### src/rtl/icache_direct_if.sv
// Fetch-side and memory-side signal bundle for icache_direct.
// The cache uses the slave modport; the fetch stage and memory controller use master.
interface icache_direct_if;
  // Fetch handshake: imemREN is the request and ihit completes it. The requester
  // holds imemREN/imemaddr until ihit. Memory handshake: iREN is the request, and a
  // transfer completes on the first rising edge with iREN && !iwait, when iload is sampled.
  logic        imemREN;
  logic [31:0] imemaddr;
  logic        ihit;
  logic [31:0] imemload;
  logic        iREN;
  logic [31:0] iaddr;
  logic [31:0] iload;
  logic        iwait;

  modport slave (
    input  imemREN, imemaddr, iload, iwait,
    output ihit, imemload, iREN, iaddr
  );

  modport master (
    output imemREN, imemaddr, iload, iwait,
    input  ihit, imemload, iREN, iaddr
  );
endinterface

### src/rtl/icache_direct.sv
// Direct-mapped read-only instruction cache with blocking single-word fills.
// Define ICACHE_STATS_EN to add the hit_count/miss_count outputs.
module icache_direct #(
  parameter int NSETS = 16
) (
  input  logic CLK,
  input  logic nRST,
  icache_direct_if.slave bus,
  output logic state_dbg
`ifdef ICACHE_STATS_EN
  ,
  output logic [31:0] hit_count,
  output logic [31:0] miss_count
`endif
);

  localparam int IDX_W = $clog2(NSETS);
  localparam int TAG_W = 30 - IDX_W;

  typedef enum logic {IDLE, FILL} state_t;

  state_t            state;
  logic [NSETS-1:0]  valid_q;
  logic [TAG_W-1:0]  tag_q  [NSETS];
  logic [31:0]       data_q [NSETS];
  logic [29:0]       fill_addr_q;
  logic              iren_q;

  logic [IDX_W-1:0]  req_idx;
  logic [TAG_W-1:0]  req_tag;
  logic [IDX_W-1:0]  fill_idx;
  logic [TAG_W-1:0]  fill_tag;
  logic              hit;
  logic              start_fill;
  logic              fill_done;
  logic              unused_addr_bits;

  assign req_idx  = bus.imemaddr[IDX_W+1:2];
  assign req_tag  = bus.imemaddr[31:IDX_W+2];
  assign fill_idx = fill_addr_q[IDX_W-1:0];
  assign fill_tag = fill_addr_q[29:IDX_W];
  assign unused_addr_bits = ^bus.imemaddr[1:0];

  // A hit is only reported in IDLE, so the cycle of a fill write never shows ihit.
  assign hit        = (state == IDLE) && bus.imemREN && valid_q[req_idx]
                      && (tag_q[req_idx] == req_tag);
  assign start_fill = (state == IDLE) && bus.imemREN && !hit;
  assign fill_done  = (state == FILL) && !bus.iwait;

  assign bus.ihit     = hit;
  assign bus.imemload = hit ? data_q[req_idx] : 32'd0;
  assign bus.iREN     = iren_q;
  assign bus.iaddr    = {fill_addr_q, 2'b00};
  assign state_dbg    = (state == FILL);

  always_ff @(posedge CLK or negedge nRST) begin
    if (!nRST) begin
      state       <= IDLE;
      valid_q     <= '0;
      fill_addr_q <= '0;
      iren_q      <= 1'b0;
    end else begin
      case (state)
        IDLE: begin
          if (start_fill) begin
            fill_addr_q <= bus.imemaddr[31:2];
            iren_q      <= 1'b1;
            state       <= FILL;
          end
        end
        FILL: begin
          // The fill runs to completion regardless of what the fetch stage does meanwhile.
          if (!bus.iwait) begin
            valid_q[fill_idx] <= 1'b1;
            iren_q            <= 1'b0;
            state             <= IDLE;
          end
        end
        default: begin
          state  <= IDLE;
          iren_q <= 1'b0;
        end
      endcase
    end
  end

  // Tag and data arrays carry no reset; the valid bits alone qualify them.
  always_ff @(posedge CLK) begin
    if (fill_done) begin
      tag_q[fill_idx]  <= fill_tag;
      data_q[fill_idx] <= bus.iload;
    end
  end

`ifdef ICACHE_STATS_EN
  always_ff @(posedge CLK or negedge nRST) begin
    if (!nRST) begin
      hit_count  <= '0;
      miss_count <= '0;
    end else begin
      if (hit)        hit_count  <= hit_count + 32'd1;
      if (start_fill) miss_count <= miss_count + 32'd1;
    end
  end
`endif

endmodule

### src/flat_wrapper.sv
// flat-port wrapper written by rule: the top's interface ports become plain ports
module icache_direct_flat 
#(
  parameter int NSETS = 16
)
  (CLK, nRST, state_dbg, bus_imemREN, bus_imemaddr, bus_iload, bus_iwait, bus_ihit, bus_imemload, bus_iREN, bus_iaddr);
  icache_direct_if bus_i ();
  input  logic CLK;
  input  logic nRST;
  output logic state_dbg;
  input wire logic [$bits(bus_i.imemREN)-1:0] bus_imemREN;
  input wire logic [$bits(bus_i.imemaddr)-1:0] bus_imemaddr;
  input wire logic [$bits(bus_i.iload)-1:0] bus_iload;
  input wire logic [$bits(bus_i.iwait)-1:0] bus_iwait;
  output wire logic [$bits(bus_i.ihit)-1:0] bus_ihit;
  output wire logic [$bits(bus_i.imemload)-1:0] bus_imemload;
  output wire logic [$bits(bus_i.iREN)-1:0] bus_iREN;
  output wire logic [$bits(bus_i.iaddr)-1:0] bus_iaddr;
  assign bus_i.imemREN = bus_imemREN;
  assign bus_i.imemaddr = bus_imemaddr;
  assign bus_i.iload = bus_iload;
  assign bus_i.iwait = bus_iwait;
  assign bus_ihit = bus_i.ihit;
  assign bus_imemload = bus_i.imemload;
  assign bus_iREN = bus_i.iREN;
  assign bus_iaddr = bus_i.iaddr;
  icache_direct #(.NSETS(NSETS)) u_core (.CLK(CLK), .nRST(nRST), .bus(bus_i), .state_dbg(state_dbg));
endmodule
### config.mk
export PLATFORM = sky130hd
export DESIGN_NAME = icache_direct_flat
export DESIGN_NICKNAME = d
export VERILOG_FILES = /design/src/rtl/icache_direct_if.sv /design/src/rtl/icache_direct.sv /design/src/flat_wrapper.sv
export SDC_FILE = /design/constraint.sdc
export NUM_CORES = 1
export LEC_CHECK = 0
export ABC_AREA = 1
export CAP_MARGIN = 25
export CORE_ASPECT_RATIO = 1.75
export CORE_MARGIN = 1.5
export CORE_UTILIZATION = 40
export CTS_CLUSTER_SIZE = 25
export DETAILED_ROUTE_END_ITERATION = 12
export PLACE_DENSITY = 0.59
export SLEW_MARGIN = 5
export SYNTH_ARGS = -nofsm -noshare
export SYNTH_HDL_FRONTEND = slang
export SYNTH_SLANG_ARGS = --single-unit
### constraint.sdc
create_clock -name CLK -period 4.5 [get_ports CLK]
set_input_delay 0.45 -clock CLK [delete_from_list [all_inputs] [get_ports CLK]]
set_output_delay 0.45 -clock CLK [all_outputs]
set_load 0.1 [all_outputs]
# Word-level counts from Yosys, hierarchy flattened
# Memories as Yosys holds them, arrays and structs flattened.
# Cells that the tools add are included.
dict set report classes {
  magnitude_cmp 3
  muxes 13
  bitwise_logic 3
  reduce_logical 11
  eq_ne 3
}
# cell count
set ops {}
lappend ops {{32-bit 2-to-1 mux} 1}
lappend ops {{26-bit equality test} 1}
lappend ops {{16-bit bitwise OR} 1}
lappend ops {{4-bit by 5-bit less-than comparator with 1-bit output, second input constant} 2}
lappend ops {{1-bit 2-to-1 mux} 8}
lappend ops {{1-bit logical AND} 6}
lappend ops {{2-bit AND reduction} 3}
lappend ops {{1-bit binary-select mux with 4-bit select} 1}
lappend ops {{1-bit demux with 4-bit select} 1}
lappend ops {{4-bit by 1-bit greater-or-equal comparator with 1-bit output, second input constant} 1}
lappend ops {{1-bit case mux with 2 select lines} 2}
lappend ops {{1-bit zero test} 2}
lappend ops {{2-bit by 1-bit inequality test with 1-bit output, second input constant} 1}
lappend ops {{2-bit inequality test, second input constant} 1}
lappend ops {{1-bit NOT} 2}
dict set report word_totals {
  ff_bits 48
  ram_bits 928
  output_inout_bits 67
  mem_count 2
}
# memory depth width read_ports rd_clocked_by_memory_dff write_ports line_no
set mem_list {}
lappend mem_list {u_core.data_q 16 32 1 0 1 icache_direct.sv:25} ;# logic [31:0] data_q [NSETS];
lappend mem_list {u_core.tag_q 16 26 1 0 1 icache_direct.sv:24} ;# logic [TAG_W-1:0] tag_q [NSETS];

# Depth between registers and ports, before layout
dict set report logic_depth {
  depth_word 8
  mapped_depth 21
  depth_no_buf 18
}

# Worst setup path after synthesis
# Ideal clock, no wire load.
dict set report synth_timing {
  kind {reg-to-reg}
  start {reg u_core.state, in the netlist u_core.state_dbg}
  end {mem u_core.data_q[11][0], enable pin}
  setup_time_ns 0.474
  n_path_buf 0
  arrival_time_ns 3.999
  stages_incl_launch_ff 5
  path_slack_ns 0.026
  cell_sequence {dfrtp_1 -> inv_1 -> nor2_1 -> nand3_1 -> nor2_1}
}
dict set report synth_via {
  elab_chain_len 3
}
# item line_no
set synth_rtl {}
lappend synth_rtl {{start: declaration} icache_direct.sv:22} ;# state_t state;
lappend synth_rtl {{start signal: assignment} icache_direct.sv:58} ;# state <= IDLE;
lappend synth_rtl {{start signal: assignment} icache_direct.sv:68} ;# state <= FILL;
lappend synth_rtl {{start signal: assignment} icache_direct.sv:76} ;# state <= IDLE;
lappend synth_rtl {{1-bit logical AND} icache_direct.sv:48} ;# assign fill_done = (state == FILL) && !bus.iwait;
lappend synth_rtl {{1-bit 2-to-1 mux} icache_direct.sv:89} ;# if (fill_done) begin
lappend synth_rtl {{1-bit 2-to-1 mux (implied by the code)} icache_direct.sv:91} ;# data_q[fill_idx] <= bus.iload;
lappend synth_rtl {{end: declaration} icache_direct.sv:25}
# No other way between the ends.

# Worst setup path after layout
dict set report layout_timing {
  start {in bus_imemaddr[2]}
  end {out bus_imemload[31]}
}
dict set report layout_via {
  elab_chain_len 5
  elab_cells_between_ends 8
  classes_between {eq/ne: 1; mux: 3; reduce/logical: 2; memory: 2}
}
# item line_no
set layout_rtl {}
lappend layout_rtl {{start: declaration} flat_wrapper.sv:12} ;# input wire logic [$bits(bus_i.imemaddr)-1:0] bus_imemaddr;
lappend layout_rtl {{parallel branches: the longest is 4 deep, another holds memory 16 x 26 bit} n/a}
lappend layout_rtl {{32-bit 2-to-1 mux *} icache_direct.sv:51} ;# assign bus.imemload = hit ? data_q[req_idx] : 32'd0;
lappend layout_rtl {{end: declaration} flat_wrapper.sv:16} ;# output wire logic [$bits(bus_i.imemload)-1:0] bus_imemload;
# Every way passes the cells marked *. The select of a mux whose other input is x is not followed.

==> results.md <==
- The run finished with clean final reports.
- Cells with a size suffix above 1 make up 9.07% of the layout.
- STA classifies the critical path startpoint as an input port.
- The largest family of logic cells by synthesized area is simple AND/OR/NAND/NOR gates.
- During placement, the flow inserted port buffers numbering 130.
- The endpoint type of the worst setup path is an output pin.
- Fill cells in the final layout number 8659.
- The initial antenna violation count was 1.
- For this configuration, the core starts out at a cell density of approximately 40%.
- The detailed-routing iteration count for the pre-antenna-repair pass is 5.
- The post-route fraction of the period consumed by the critical path is between 80% and 90%.
- The number of top-level pins is between 100 and 150.
- The number of antenna diodes in the final layout is 0.
- Data on the critical path is required at its endpoint by 4.05 ns.
- The synthesized netlist devotes 0% of its cell area to XOR and XNOR gates.
- Setup repair after global routing left no endpoint under its margin.
- The count of unique library cells instantiated by Yosys is 28.
- The final estimated routing congestion in global placement is roughly 0.84.
- Measured in cells, the most critical reg-to-reg path has a length of 5.
- The sequential cells in the finished layout cover a total of 29100 um^2.
- After routing, the total negative slack on setup checks comes to 0 ns.
- Summing all placed instances gives a cell area of approximately 43000 um^2.
- Setup violations remaining at the end of the flow were counted as 0.
- The transition time at the pin with the least slew margin is around 1.1 ns.
- The proportion of netlist area held by the largest area contributor is 70.0%.
- edfxtp_1 takes more of the synthesized area than any other cell.
- The proportion of register bits with asynchronous set or reset after synthesis is between 4 and 5%.
- The share of synthesized area spent on multiplexers is 0%.
- The die covers between 100000 and 150000 um^2.
- Along the worst path, the maximum fanout reaches 50.
- The clock reaches the later pin of the worst-skew pair after a little under 0.7 ns.
- The worst hold path depth is 3.
- For this run, the share of the core covered by cells in the final layout is 46.9%.
- The static power due to leakage is 16.7 nW.
- After synthesis, flip-flops and latches occupy approximately three quarters of the total area.
- The count of standard-cell rows is between 150 and 200.
- The vertical extent of the die is 420 um.
- Synthesis produced a netlist whose cell count is 3292.
- Global routing used 21.7% of the available tracks.
- The via count of the first global-routing pass is ~25000.
- In the synthesized netlist the dominant register cell turns out to be edfxtp_1.
- The global-route wire length before repair is 162000 um.
- The maximum vdd ir drop is just over 0.4 mV.
- Across the run, the number of max-cap violations was 0.
- In the routed design, unresolved DRC markers number 0.
- The number of setup buffers added after CTS is 0.
- The shortest period the worst path allows is approximately 3.8 ns.
- Data on the critical path arrives at its endpoint at 3.38 ns.
- The area taken by multi-input logic gates is 9100 um^2.
- The critical register-to-register path endpoint is u_core.tag_q[11][10].
- During synthesis, Yosys emitted a total of 0 warnings.
- The number of max-slew violations in the final report is 0.
- After Yosys synthesis, full adders, half adders and majority gates account for 0% of the synthesized area.
- The number of H-tree levels is 3.
- The total CTS buffers is 87.
- For the final database, setup skew stands at 0.0192 ns.
- Ranked by total cell area, the synthesized netlist is headed by edfxtp_1 (70%), nand2_1 (8.4%), nand3_1 (3.7%), a21oi_1 (3.0%), dfrtp_1 (3.0%).
- The number of flops mapped to enable cells by yosys is 928.
- The worst setup path is of the input port to output pin kind.
- The root buffer cell is clkbuf_16.
- Gates resized during post-CTS repair numbered 0.
- The startpoint of the worst register-to-register path is u_core.state_dbg.
- For flop-to-flop paths, the worst setup slack is 1.77 ns.
- The net total in the final layout is 3460.
- The share of synthesized cell area in and, or, nand and nor gates is roughly 14%.
- The average wire per standard cell is 22.8 um.
- The sum of net half-perimeters after detailed placement is 57900 um.
- The end of the critical path is bus_imemload[31].
- Synthesis inferred 976 register bits.
- The detail route stage leaves a number of antenna-violating nets equal to 0.
- After synthesis, the mean cell area works out to 12.1 um^2.
- The power density over cell area is 445 nW/um^2.
- The count of final hold-check violations is 0.
- The clock-pin transition on the worst setup and hold timing paths is 0.07 ns.
- The worst max-slew margin expressed relative to the limit is 25.0%.
- The overall die width is approximately 240 um.
- In this run the deepest clock path goes through 3 buffers.
- Using the TritonRoute via totals, the vias-per-cell ratio works out to 5.40.
- The class of the tightest hold or removal check is input port to flop.
- The post-synthesis compound-gate area fraction is 8.12%.
- The start point of the critical path is bus_imemaddr[2].
- The total wirelength of the detailed-routed design is 109000 um.
- Entering global routing, the biggest net connects 140 pins.
- The count of routing violations after the opening detailed-route iteration is about 2200.
- The placeable core region is 98300 um^2.
- The number of sinks on the clock net is roughly 1000.
- The area growth from synthesis to final layout is 16.0%.
- Among all cell types in the netlist, the one instantiated most often is edfxtp_1.
- Once layout is done, the placed cells without fillers occupy 46200 um^2.
- The routed via count is 25800.
- TritonCTS built the clock tree.
- The overflow left after global routing is 0.
- The synthesized netlist occupies a cell area of 39800 um^2.
- Derived from the worst setup path, the maximum achievable clock frequency is 261 MHz.
- The startpoint identified for the worst hold timing path is bus_imemaddr[14].
- The number of buffers inserted for hold repair after clock tree synthesis is 1.
- In the synthesized netlist, the cells that appear most often are edfxtp_1 (928), nand2_1 (895), nand3_1 (298).
## flip-flops by register name (all words and copies together) (netlist names)
signal / flops
u_core.bus.iREN: 1
u_core.data_q: 512
u_core.fill_addr_q: 30
u_core.state_dbg: 1
u_core.tag_q: 416
u_core.valid_q: 16
## metal layers
| metal | vias up | global-route usage, % | routed length [um] |
|---|---|---|---|
| li1 | 11900 | - | - |
| met1 | 12900 | 27.1 | 43800 |
| met2 | 829 | 37.8 | 55300 |
| met3 | 198 | 3.12 | 6150 |
| met4 | 2 | 8.27 | 3460 |
| met5 | - | 0 | 12 |
## worst min-delay path by stage
stage	slack [ns]	to
after detailed placement	0.45	u_core.valid_q[3]
after global placement	0.44	u_core.valid_q[12]
final	0.42	u_core.fill_addr_q[12]
after floorplan	0.15	u_core.bus.iREN
after CTS	0.39	u_core.fill_addr_q[15]
after global routing	0.45	u_core.fill_addr_q[12]
## cells by family after synthesis
group / Yosys count
AO/OA/AOI/OAI: 513
flip-flops: 976
other: 1
AND/OR/NAND/NOR: 1400
buffers and inverters: 402
## worst max-delay path: stages
cell     delay (ns)
buf_8          0.32
buf_4          0.57
nand2_1        0.11
nand3_1        0.10
nand3_1        0.09
nand3_1        0.25
nand2_1        0.09
nand2_1        0.10
nand2_1        0.06
nor2_1         0.08
nand4_1        0.14
nor2_1         0.16
nand2_2        0.08
buf_12         0.20
nor2_1         0.23
buf_12         0.21
## through the flow
stage	hold WS [ns]	cells	setup slack [ns]	total power [W]
global placement	0.438	4606	0.650	0.0129
finish	0.423	4771	0.671	0.0205
global route	0.450	4771	0.380	0.0212
CTS	0.394	4770	0.609	0.0207
floorplan	0.154	3293	0.0264	0.0121
detailed placement	0.448	4610	0.618	0.0130
## placed cells by master (no fill, tap or decap), types with 17 or more instances in the layout
| master | count |
|---|---|
| buf_12 | 52 |
| a311o_1 | 25 |
| o31ai_1 | 31 |
| o21ai_1 | 20 |
| edfxtp_1 | 928 |
| nor2_1 | 145 |
| clkbuf_16 | 88 |
| buf_4 | 66 |
| o21ai_0 | 63 |
| nand2_1 | 894 |
| clkinv_1 | 17 |
| dfrtp_1 | 48 |
| inv_1 | 189 |
| nor2_2 | 29 |
| clkdlybuf4s50_1 | 92 |
| a221oi_1 | 103 |
| nand3_1 | 298 |
| a21oi_1 | 242 |
| o211ai_1 | 27 |
## final cells by class
cell class / instances / share of cell area [%]
multi-input cells: 1915 / 19.7
flip-flops and latches: 976 / 63.0
repair buffers: 219 / 5.72
clock inverters: 56 / 1.48
well taps: 1309 / 3.55
inverters: 193 / 1.63
clock buffers: 103 / 4.92
## where the power goes
| part | internal [W] | total (W) | switching [W] |
|---|---|---|---|
| clock | 0.00443 | 0.00776 | 0.00333 |
| combinational | 0.000554 | 0.00208 | 0.00153 |
| sequential | 0.0104 | 0.0107 | 0.000287 |
| total | 0.0154 | 0.0205 | 0.00515 |
No activity file was read; power rests on OpenSTA's default activity.
